File: config.mk
export PLATFORM = sky130hd
export DESIGN_NAME = warp_scheduler
export DESIGN_NICKNAME = d
export VERILOG_FILES = /design/src/rtl/warp_pkg.sv /design/src/rtl/warp_scheduler_rr_arbiter.sv /design/src/rtl/warp_scheduler.sv
export SDC_FILE = /design/constraint.sdc
export NUM_CORES = 1
export LEC_CHECK = 0
export BUFFER_PORTS_ARGS = -buffer_cell sky130_fd_sc_hd__buf_4
export CORE_MARGIN = 2
export CORE_UTILIZATION = 40
export DETAILED_ROUTE_END_ITERATION = 10
export GPL_TIMING_DRIVEN = 0
export PLACE_DENSITY = 0.72
export RECOVER_POWER = 50
export SETUP_SLACK_MARGIN = 0.02
export SYNTH_ARGS = -nofsm -noshare
export SYNTH_HDL_FRONTEND = slang
export SYNTH_SLANG_ARGS = --single-unit
File: constraint.sdc
create_clock -name clk -period 2.9 [get_ports clk]
set_input_delay 0.29 -clock clk [delete_from_list [all_inputs] [get_ports clk]]
set_output_delay 0.29 -clock clk [all_outputs]
set_load 0.01 [all_outputs]
File: src/rtl/warp_pkg.sv
`default_nettype none
// ============================================================================
// Module   : warp_pkg
// Brief    : Shared warp lifecycle encoding and sizing helpers for the core.
// Revision : 1.0
// ============================================================================
package warp_pkg;

  typedef enum logic [2:0] {
    IDLE     = 3'd0,
    READY    = 3'd1,
    SLOT     = 3'd2,
    INFLIGHT = 3'd3,
    DONE     = 3'd4
  } warp_state_t;

  // Width of a warp id; never below one bit so single-warp builds still elaborate.
  function automatic int warp_id_bits(input int num_warps);
    return (num_warps > 1) ? $clog2(num_warps) : 1;
  endfunction

endpackage
`default_nettype wire

File: src/rtl/warp_scheduler_rr_arbiter.sv
`default_nettype none
// ============================================================================
// Module   : rr_arbiter
// Brief    : Combinational round-robin arbiter; first request at or after ptr.
// Revision : 1.0
// ============================================================================
module rr_arbiter #(
  parameter int NUM_REQ  = 4,
  parameter int PTR_BITS = $clog2(NUM_REQ)
) (
  input  logic [NUM_REQ-1:0]  req,
  input  logic [PTR_BITS-1:0] ptr,
  output logic [NUM_REQ-1:0]  grant,
  output logic                valid
);

  logic [PTR_BITS-1:0] w_idx;

  // NUM_REQ is a power of two, so the index addition wraps naturally.
  always_comb begin
    grant = '0;
    valid = 1'b0;
    w_idx = '0;
    for (int i = 0; i < NUM_REQ; i++) begin
      w_idx = ptr + PTR_BITS'(i);
      if (!valid && req[w_idx]) begin
        grant[w_idx] = 1'b1;
        valid        = 1'b1;
      end
    end
  end

endmodule
`default_nettype wire

File: src/rtl/warp_scheduler.sv
`default_nettype none
// ============================================================================
// Module   : warp_scheduler
// Brief    : Tracks per-warp PC/mask/lifecycle and issues ready warps
//            round-robin through a registered valid/ready slot.
// Revision : 1.0
// ============================================================================
module warp_scheduler
  import warp_pkg::*;
#(
  parameter  int NUM_WARPS             = 4,
  parameter  int PROGRAM_MEM_ADDR_BITS = 8,
  parameter  int THREADS_PER_BLOCK     = 4,
  localparam int WARP_ID_BITS          = warp_id_bits(NUM_WARPS)
) (
  input  logic                             clk,
  input  logic                             reset,
  input  logic                             start,
  output logic                             issue_valid,
  input  logic                             issue_ready,
  output logic [WARP_ID_BITS-1:0]          issue_warp,
  output logic [PROGRAM_MEM_ADDR_BITS-1:0] issue_pc,
  output logic [THREADS_PER_BLOCK-1:0]     issue_mask,
  input  logic                             retire_valid,
  input  logic [WARP_ID_BITS-1:0]          retire_warp,
  input  logic [PROGRAM_MEM_ADDR_BITS-1:0] retire_pc,
  input  logic [THREADS_PER_BLOCK-1:0]     retire_mask,
  input  logic                             retire_done,
  output logic                             busy,
  output logic                             all_done,
  output logic                             protocol_error
);

  warp_state_t                      r_state    [NUM_WARPS];
  warp_state_t                      w_state_nxt[NUM_WARPS];
  logic [PROGRAM_MEM_ADDR_BITS-1:0] r_pc       [NUM_WARPS];
  logic [PROGRAM_MEM_ADDR_BITS-1:0] w_pc_nxt   [NUM_WARPS];
  logic [THREADS_PER_BLOCK-1:0]     r_mask     [NUM_WARPS];
  logic [THREADS_PER_BLOCK-1:0]     w_mask_nxt [NUM_WARPS];

  logic [WARP_ID_BITS-1:0]          r_ptr, w_ptr_nxt;
  logic                             r_slot_valid, w_slot_valid_nxt;
  logic [WARP_ID_BITS-1:0]          r_slot_warp, w_slot_warp_nxt;
  logic [PROGRAM_MEM_ADDR_BITS-1:0] r_slot_pc, w_slot_pc_nxt;
  logic [THREADS_PER_BLOCK-1:0]     r_slot_mask, w_slot_mask_nxt;
  logic                             r_protocol_error, w_protocol_error_nxt;

  logic [NUM_WARPS-1:0]             w_req;
  logic [NUM_WARPS-1:0]             w_grant;
  logic                             w_grant_valid;
  logic [WARP_ID_BITS-1:0]          w_grant_id;
  logic                             w_busy;
  logic                             w_all_done;
  logic                             w_start_acc;
  logic                             w_handshake;
  logic                             w_load;
  logic                             w_retire_legal;
  logic                             w_retire_illegal;
  logic                             w_retire_to_done;

  // Eligibility comes from registered state only, so a warp retired this
  // cycle cannot win the slot until the following cycle.
  for (genvar g = 0; g < NUM_WARPS; g++) begin : g_req
    assign w_req[g] = (r_state[g] == READY);
  end

  rr_arbiter #(
    .NUM_REQ  (NUM_WARPS),
    .PTR_BITS (WARP_ID_BITS)
  ) u_rr_arbiter (
    .req   (w_req),
    .ptr   (r_ptr),
    .grant (w_grant),
    .valid (w_grant_valid)
  );

  always_comb begin
    w_grant_id = '0;
    for (int i = 0; i < NUM_WARPS; i++) begin
      if (w_grant[i]) w_grant_id = WARP_ID_BITS'(i);
    end
  end

  always_comb begin
    w_busy     = 1'b0;
    w_all_done = 1'b1;
    for (int i = 0; i < NUM_WARPS; i++) begin
      if (r_state[i] == READY || r_state[i] == SLOT || r_state[i] == INFLIGHT) w_busy = 1'b1;
      if (r_state[i] != DONE) w_all_done = 1'b0;
    end
  end

  assign w_start_acc      = start && !w_busy;
  assign w_handshake      = r_slot_valid && issue_ready;
  assign w_load           = !r_slot_valid || w_handshake;
  assign w_retire_legal   = retire_valid && (r_state[retire_warp] == INFLIGHT);
  assign w_retire_illegal = retire_valid && !w_retire_legal;
  assign w_retire_to_done = retire_done || (retire_mask == '0);

  always_comb begin
    w_state_nxt          = r_state;
    w_pc_nxt             = r_pc;
    w_mask_nxt           = r_mask;
    w_ptr_nxt            = r_ptr;
    w_slot_valid_nxt     = r_slot_valid;
    w_slot_warp_nxt      = r_slot_warp;
    w_slot_pc_nxt        = r_slot_pc;
    w_slot_mask_nxt      = r_slot_mask;
    w_protocol_error_nxt = r_protocol_error;

    if (w_start_acc) begin
      for (int i = 0; i < NUM_WARPS; i++) begin
        w_state_nxt[i] = READY;
        w_pc_nxt[i]    = '0;
        w_mask_nxt[i]  = '1;
      end
      w_ptr_nxt            = '0;
      w_slot_valid_nxt     = 1'b0;
      w_slot_warp_nxt      = '0;
      w_slot_pc_nxt        = '0;
      w_slot_mask_nxt      = '0;
      w_protocol_error_nxt = 1'b0;
    end else begin
      // Handshake, slot winner and legal retire always hit distinct warps
      // because each requires a different current state.
      if (w_handshake) w_state_nxt[r_slot_warp] = INFLIGHT;

      if (w_load) begin
        if (w_grant_valid) begin
          w_state_nxt[w_grant_id] = SLOT;
          w_slot_valid_nxt        = 1'b1;
          w_slot_warp_nxt         = w_grant_id;
          w_slot_pc_nxt           = r_pc[w_grant_id];
          w_slot_mask_nxt         = r_mask[w_grant_id];
          w_ptr_nxt               = w_grant_id + WARP_ID_BITS'(1);
        end else begin
          w_slot_valid_nxt = 1'b0;
          w_slot_warp_nxt  = '0;
          w_slot_pc_nxt    = '0;
          w_slot_mask_nxt  = '0;
        end
      end

      if (w_retire_legal) begin
        w_pc_nxt[retire_warp]    = retire_pc;
        w_mask_nxt[retire_warp]  = retire_mask;
        w_state_nxt[retire_warp] = w_retire_to_done ? DONE : READY;
      end
    end

    if (w_retire_illegal) w_protocol_error_nxt = 1'b1;
  end

  always_ff @(posedge clk or negedge reset) begin
    if (!reset) begin
      for (int i = 0; i < NUM_WARPS; i++) begin
        r_state[i] <= IDLE;
        r_pc[i]    <= '0;
        r_mask[i]  <= '0;
      end
      r_ptr            <= '0;
      r_slot_valid     <= 1'b0;
      r_slot_warp      <= '0;
      r_slot_pc        <= '0;
      r_slot_mask      <= '0;
      r_protocol_error <= 1'b0;
    end else begin
      r_state          <= w_state_nxt;
      r_pc             <= w_pc_nxt;
      r_mask           <= w_mask_nxt;
      r_ptr            <= w_ptr_nxt;
      r_slot_valid     <= w_slot_valid_nxt;
      r_slot_warp      <= w_slot_warp_nxt;
      r_slot_pc        <= w_slot_pc_nxt;
      r_slot_mask      <= w_slot_mask_nxt;
      r_protocol_error <= w_protocol_error_nxt;
    end
  end

  assign issue_valid    = r_slot_valid;
  assign issue_warp     = r_slot_warp;
  assign issue_pc       = r_slot_pc;
  assign issue_mask     = r_slot_mask;
  assign busy           = w_busy;
  assign all_done       = w_all_done;
  assign protocol_error = r_protocol_error;

endmodule
`default_nettype wire

==> key figures, run 1 <==
Outcome
  • Outcome: finished, violations left
  • Failing checks: max-capacitance violations, max-slew violations

Layout
  • Layout Nets: 477
  • Share of cells above drive strength 1: 24.94%
  • Synthesis-to-finish area growth: 18.59%
  • Post-layout util: 49.35%
  • Finished Layout Cells: 582
  • Fill count: 921
  • Diode count: 0
  • Area of the multi-input gates: 2091 um^2
  • Most common cell after layout, fill and taps aside: dfrtp_1
  • Most frequent cells in the layout: dfrtp_1 (72), mux2i_1 (60), nor2_1 (50)
  • Register area: 1959 um^2

Detailed routing
  • DR vias: 3261
  • Iter 0 DRT Violations: 296
  • Avg WL per Cell: 17.81 um
  • Vias per std cell: 5.603
  • Number of iterations in the first detailed-routing pass: 5
  • Routed WL: 10.37 mm
  • Post-route antenna net violation count: 0
  • # DRC: 0

Synth
  • Register area share after synthesis: 47.55%
  • Syn Nets: 423
  • Synth Area per Inst: 10.47 um^2
  • Synthesized area: 4105 um^2
  • Unique masters post-synth: 46
  • Ys Warns: 0
  • Yosys reg bits: 78
  • Top FF cell, synth: dfrtp_1
  • Number of synthesized flops with an enable pin: 0
  • Post-synthesis async set-or-reset flop share: 100.0%
  • Post-synthesis cell count: 392

Worst setup path
  • CP max FO: 6
  • Crit path largest cell delay: 0.57 ns
  • Critical path required time: 3.14 ns
  • CP startpoint kind: flop
  • Worst path slowest cell: mux4_2
  • Cell Chain, Critical Path: or3b_4 -> mux4_2 -> nor2_2 -> a31oi_2 -> a21o_1 -> o21a_4 -> ha_1 -> a21oi_2 -> nand2b_1 -> and3_1
  • Crit path capture type: flop
  • WP data arrival: 3.07 ns
  • WS Path Type: flop to flop

Clock network
  • H-tree Lvls: 3
  • Sink Count: 78
  • CTS Buf Count: 9
  • Hold Buf Count CTS: 0
  • CTS tree: done
  • Worst-path clk slew: 0.08 ns
  • Clock Tree Root: clkbuf_8
  • Max Root-Sink Buffers: 2
  • Clock Latency Late Sink: 0.36 ns

STA
  • Final Max Tran Viols: 79
  • Layout Skew: 0.01241 ns
  • Fmax: 353.0 MHz
  • Setup tns final: 0 ns
  • Final Critical Period: 2.833 ns
  • Fin crit share: 97.69%
  • Relative slew slack: -27.23%
  • Final Hold Viols: 0
  • Least-Margin Pin Slew: 1.908 ns
  • Setup violators final: 0
  • RSZ-0062 raised after global routing: yes

Floorplan
  • Die Area: 11090 um^2
  • Starting Density: 41.62%
  • Die Width: 105.3 um
  • Top-level I/O count: 38
  • Die height: 105.3 um
  • Core Area: 9864 um^2
  • Row count: 36

Pwr
  • PD cells: 1242 nW/um^2
  • Logic pwr share: 54.1%
  • Psw: 2.554 mW
  • Pint: 3.492 mW
  • Sequential power share: 33.1%
  • Peak supply drop: 569.4 uV
  • Clock share of power: 12.9%
  • Leakage: 2.401 nW
  • Switch share: 42.24%

Placed design
  • Dpl hpwl: 6.997 mm
  • Port Buffer Count: 35
  • Cell count after placement: 560
  • Final RePlAce weighted congestion: 0.8567

Global routing
  • Initial antenna violation count: 0
  • Global-route wire length before repair: 16.38 mm
  • Vias in the first global route: 3239
  • Largest net degree at the start of global routing: 79
  • GRT Residual Overflow: 0
  • GRT Overall Usage: 18.79%

Hold path
  • Hold WC Path Type: input port to flop

Flow run
  • Number of max-cap violations: 1
-- worst max-delay path: cells and delay by family, from the launching register on --
kind | cells | cell delay, ns
simple gates | 4 | 0.81
compound gates | 4 | 0.65
mux | 1 | 0.57
fa+ha+maj | 1 | 0.22
flops | 1 | 0.46
-- metrics by stage --
step	power [mW]	instance area (um^2)	worst slack [ns]	hold slack, ns
after floorplan	4.071	4106	0.06161	-0.005591
after global placement	4.722	4536	-0.3010	0.4803
after detailed placement	4.868	4536	-0.4626	0.4819
after CTS	5.822	4785	0.02333	0.1281
after global routing	6.485	4868	-0.04072	0.1820
final	6.046	4868	0.06695	0.1849
-- synth_stat cells (2+ instances only) --
cell	n	area, um^2
nand2_1	30	112.6
a22oi_1	13	97.59
o221ai_2	10	150.1
buf_2	3	15.01
a22o_1	4	35.03
or3b_1	2	17.52
ha_1	11	137.6
o21ai_0	14	70.07
nor2_1	51	191.4
o22ai_1	3	18.77
a31oi_1	2	12.51
nand4_1	6	37.54
or3b_4	2	22.52
nor3_1	3	15.01
mux4_2	2	45.04
nor4_1	4	25.02
nand3_1	2	10.01
dfrtp_1	78	1952
nand2b_1	4	25.02
or2_2	2	12.51
buf_4	2	15.01
o221ai_1	2	17.52
and3_1	5	31.28
nor3b_1	6	45.04
inv_1	20	75.07
nand4b_1	4	35.03
clkbuf_1	14	52.55
a21oi_1	12	60.06
mux2i_1	60	600.6
nand3b_1	2	15.01
a21o_1	4	30.03
-- power by group through the flow --
| stage | clock (mW) | combinational (mW) | sequential [mW] |
|---|---|---|---|
| after global routing | 0.844 | 3.58 | 2.06 |
| after global placement | 0 | 2.76 | 1.96 |
| after CTS | 0.795 | 3.05 | 1.98 |
| after detailed placement | 0 | 2.87 | 2.00 |
| final | 0.778 | 3.27 | 2.00 |
| after floorplan | 0 | 2.15 | 1.92 |
-- state kept, by name (all words and copies together), names as in the netlist --
signal	count
r_pc	32
r_state	12
r_ptr	2
issue_mask	4
protocol_error	1
issue_warp	2
issue_pc	8
r_mask	16
issue_valid	1
-- cell families after synthesis --
family / count (synthesis) / synth area share (%)
compound gates: 71 / 13.44
fa+ha+maj: 11 / 3.353
buf+inv: 41 / 4.236
flops: 78 / 47.55
mux: 62 / 15.73
simple gates: 129 / 15.70
-- area by class of cell --
cell class	count	share of cell area (%)
inverters	20	1.593
flip-flops and latches	78	40.25
clock buffers	10	2.621
multi-input cells	273	42.95
well taps	133	3.418
clock inverters	4	1.028
plain buffers	21	2.107
repair buffers	43	6.040
-- per-layer routing --
layer / up-vias / global-route usage [%] / part of all wire [%]
li1: 1504 / - / -
met1: 1646 / 25.15 / 45
met2: 96 / 30.88 / 49
met3: 15 / 3.525 / 4.7
met4: 0 / 5.810 / 1.5
met5: - / 0 / 0
-- worst paths after layout --
kind,slack (ns),cells past startpoint,start,endpoint
max,0.07,10,r_state[8],r_state[4]
min,0.18,2,retire_valid,protocol_error
max reg2reg,0.07,10,r_state[8],r_state[4]
min reg2reg,0.50,2,r_mask[14],r_mask[14]
max in group asynchronous,1.17,1,reset,r_state[11]
min in group asynchronous,0.46,1,reset,issue_pc[6]
-- repair_timing --
| action | in CTS | in global routing |
|---|---|---|
| cloned | 0 | 0 |
| pin swaps | 0 | 6 |
| setup endpoints to repair | 23 | 23 |
| setup buffers | 2 | 6 |
| gates resized for setup | 16 | 26 |
No activity file was read; power rests on OpenSTA's default activity.
==> run 2, diff against run 1 <==
--- a/config.mk
+++ b/config.mk
@@ -11,7 +11,6 @@
 export DETAILED_ROUTE_END_ITERATION = 10
 export GPL_TIMING_DRIVEN = 0
 export PLACE_DENSITY = 0.72
-export RECOVER_POWER = 50
 export SETUP_SLACK_MARGIN = 0.02
 export SYNTH_ARGS = -nofsm -noshare
 export SYNTH_HDL_FRONTEND = slang
==> key figures, run 2 (same netlist as run 1, synthesis figures left out) <==
Layout
  • Synthesis-to-finish area growth: 19.29%
  • Biggest register: r_pc
  • Share of cells above drive strength 1: 26.50% (+1.6 points)
  • Largest register FFs: 32 (unchanged)
  • Most frequent cells in the layout: dfrtp_1 (72), mux2i_1 (60), nor2_1 (50)
  • Finished Layout Cells: 582 (unchanged)
  • Post-layout util: 49.64% (+0.29 points)
  • Top flop regs: r_pc: 32 flops, r_mask: 16 flops, r_state: 12 flops
  • Diode count: 0 (unchanged)
  • Layout Nets: 477 (unchanged)
  • Most common cell after layout, fill and taps aside: dfrtp_1

Floorplan
  • Starting Density: 41.62% (unchanged)
  • Die Area: 11090 um^2 (unchanged)
  • Core Area: 9864 um^2 (unchanged)
  • Top-level I/O count: 38 (unchanged)
  • Die height: 105.3 um (unchanged)
  • Row count: 36 (unchanged)
  • Die Width: 105.3 um (unchanged)

Clock network
  • Clock Tree Root: clkbuf_8
  • CTS tree: done
  • Max Root-Sink Buffers: 2 (unchanged)
  • CTS Buf Count: 9 (unchanged)
  • H-tree Lvls: 3 (unchanged)
  • Clock Latency Late Sink: 0.35 ns (about the same)
  • Sink Count: 78 (unchanged)
  • Worst-path clk slew: 0.08 ns (about the same)
  • Hold Buf Count CTS: 0 (unchanged)

Detailed routing
  • DR vias: 3245 (-0.49%)
  • Vias per std cell: 5.576 (-0.49%)
  • Iter 0 DRT Violations: 273 (-7.8%)
  • Number of iterations in the first detailed-routing pass: 4 (-1)
  • # DRC: 0 (unchanged)
  • Avg WL per Cell: 17.72 um (-0.50%)
  • Routed WL: 10.31 mm (-0.50%)
  • Post-route antenna net violation count: 0 (unchanged)

Pwr
  • Peak supply drop: 570.5 uV (+0.20%)
  • PD cells: 1239 nW/um^2 (-0.21%)
  • Leakage: 2.429 nW (+1.2%)

STA
  • Final Max Tran Viols: 0 (-100%)
  • Setup tns final: 0 ns (unchanged)
  • RSZ-0062 raised after global routing: yes
  • Fin crit share: 97.86% (+0.16 points)
  • Final Hold Viols: 0 (unchanged)
  • Setup violators final: 0 (unchanged)
  • Fmax: 352.4 MHz (-0.17%)
  • Layout Skew: 0.01390 ns (+0.001492 ns)
  • Least-Margin Pin Slew: 0.9756 ns (-0.9329 ns)
  • Relative slew slack: 34.96% (+62 points)
  • Final Critical Period: 2.838 ns (+0.004742 ns)

Hold path
  • Hold WC Path Type: input port to async pin

Placed design
  • Final RePlAce weighted congestion: 0.8567 (unchanged)
  • Dpl hpwl: 6.997 mm (unchanged)
  • Port Buffer Count: 35 (unchanged)
  • Cell count after placement: 560 (unchanged)

Outcome
  • Outcome: completed

Worst setup path
  • WP data arrival: 3.08 ns (about the same)
  • CP max FO: 6 (unchanged)
  • CP startpoint kind: flop
  • Critical path required time: 3.14 ns (about the same)
  • WS Path Type: flop to flop
  • Crit path capture type: flop

Global routing
  • Initial antenna violation count: 0 (unchanged)
  • Global-route wire length before repair: 16.38 mm (unchanged)
  • Largest net degree at the start of global routing: 79 (unchanged)
  • Vias in the first global route: 3239 (unchanged)
  • GRT Residual Overflow: 0 (unchanged)
  • GRT Overall Usage: 18.79% (unchanged)

Flow run
  • Number of max-cap violations: 0 (-1)
run 2: changes by cell type in the layout (fill, tap and decap cells not counted), sizes merged:
cell,previous run,this run
buf,42,50
clkbuf,32,24
run 2: critical path, stage by stage, from the launching register on:
cell      delay, ns
dfrtp_2        0.46
or3b_4         0.42
mux4_2         0.57
nor2_2         0.15
a31oi_2        0.06
a21o_1         0.20
o21a_4         0.24
ha_1           0.22
a21oi_2        0.15
nand2b_1       0.07
and3_1         0.17
run 2: per-stage QoR:
stage	hold WS, ns	power (mW)	area (um^2)	setup WS [ns]
6_report	0.08813	6.069	4897	0.06220
5_1_grt	0.1809	6.508	4897	-0.04072
4_1_cts	0.1281	5.822	4785	0.02333
3_5_place_dp	0.4819	4.868	4536	-0.4626
3_3_place_gp	0.4803	4.722	4536	-0.3010
2_1_floorplan	-0.005591	4.071	4106	0.06161
run 2: what timing repair did:
item                                   4_1_cts  5_1_grt
endpoints found under the hold margin        0        0
buffers inserted                             2        6
pin swaps                                    0        6
resized for setup                           16       26
setup endpoints to repair                   23       23
run 2: where the power goes:
part	switching, mW	internal, mW
logic	1.79	1.51
registers	0.378	1.62
clock network	0.390	0.387
run 2: final timing paths:
check	start	endpoint	slack [ns]	cells after the start
min in group clk	retire_valid	protocol_error	0.18	2
hold reg to reg	r_mask[14]	r_mask[14]	0.50	2
hold / removal	reset	issue_pc[6]	0.09	1
setup reg to reg	r_state[8]	r_state[4]	0.06	10
max in group asynchronous	reset	r_state[11]	2.11	1
setup / recovery	r_state[8]	r_state[4]	0.06	10
run 2: cell type report:
class,instances,area (um^2)
multi-input cells,273,2091
plain buffers,21,102.6
repair buffers,43,322.8
clock inverters,4,50.05
fillers,916,4967
well taps,133,166.4
flip-flops and latches,78,1959
clock buffers,10,127.6
inverters,20,77.57
run 2: routing by layer:
layer	track usage, %	part of all wire, %
met1	25.15	44
met4	5.810	1.2
met3	3.525	5.5
met5	0	0
met2	30.88	49
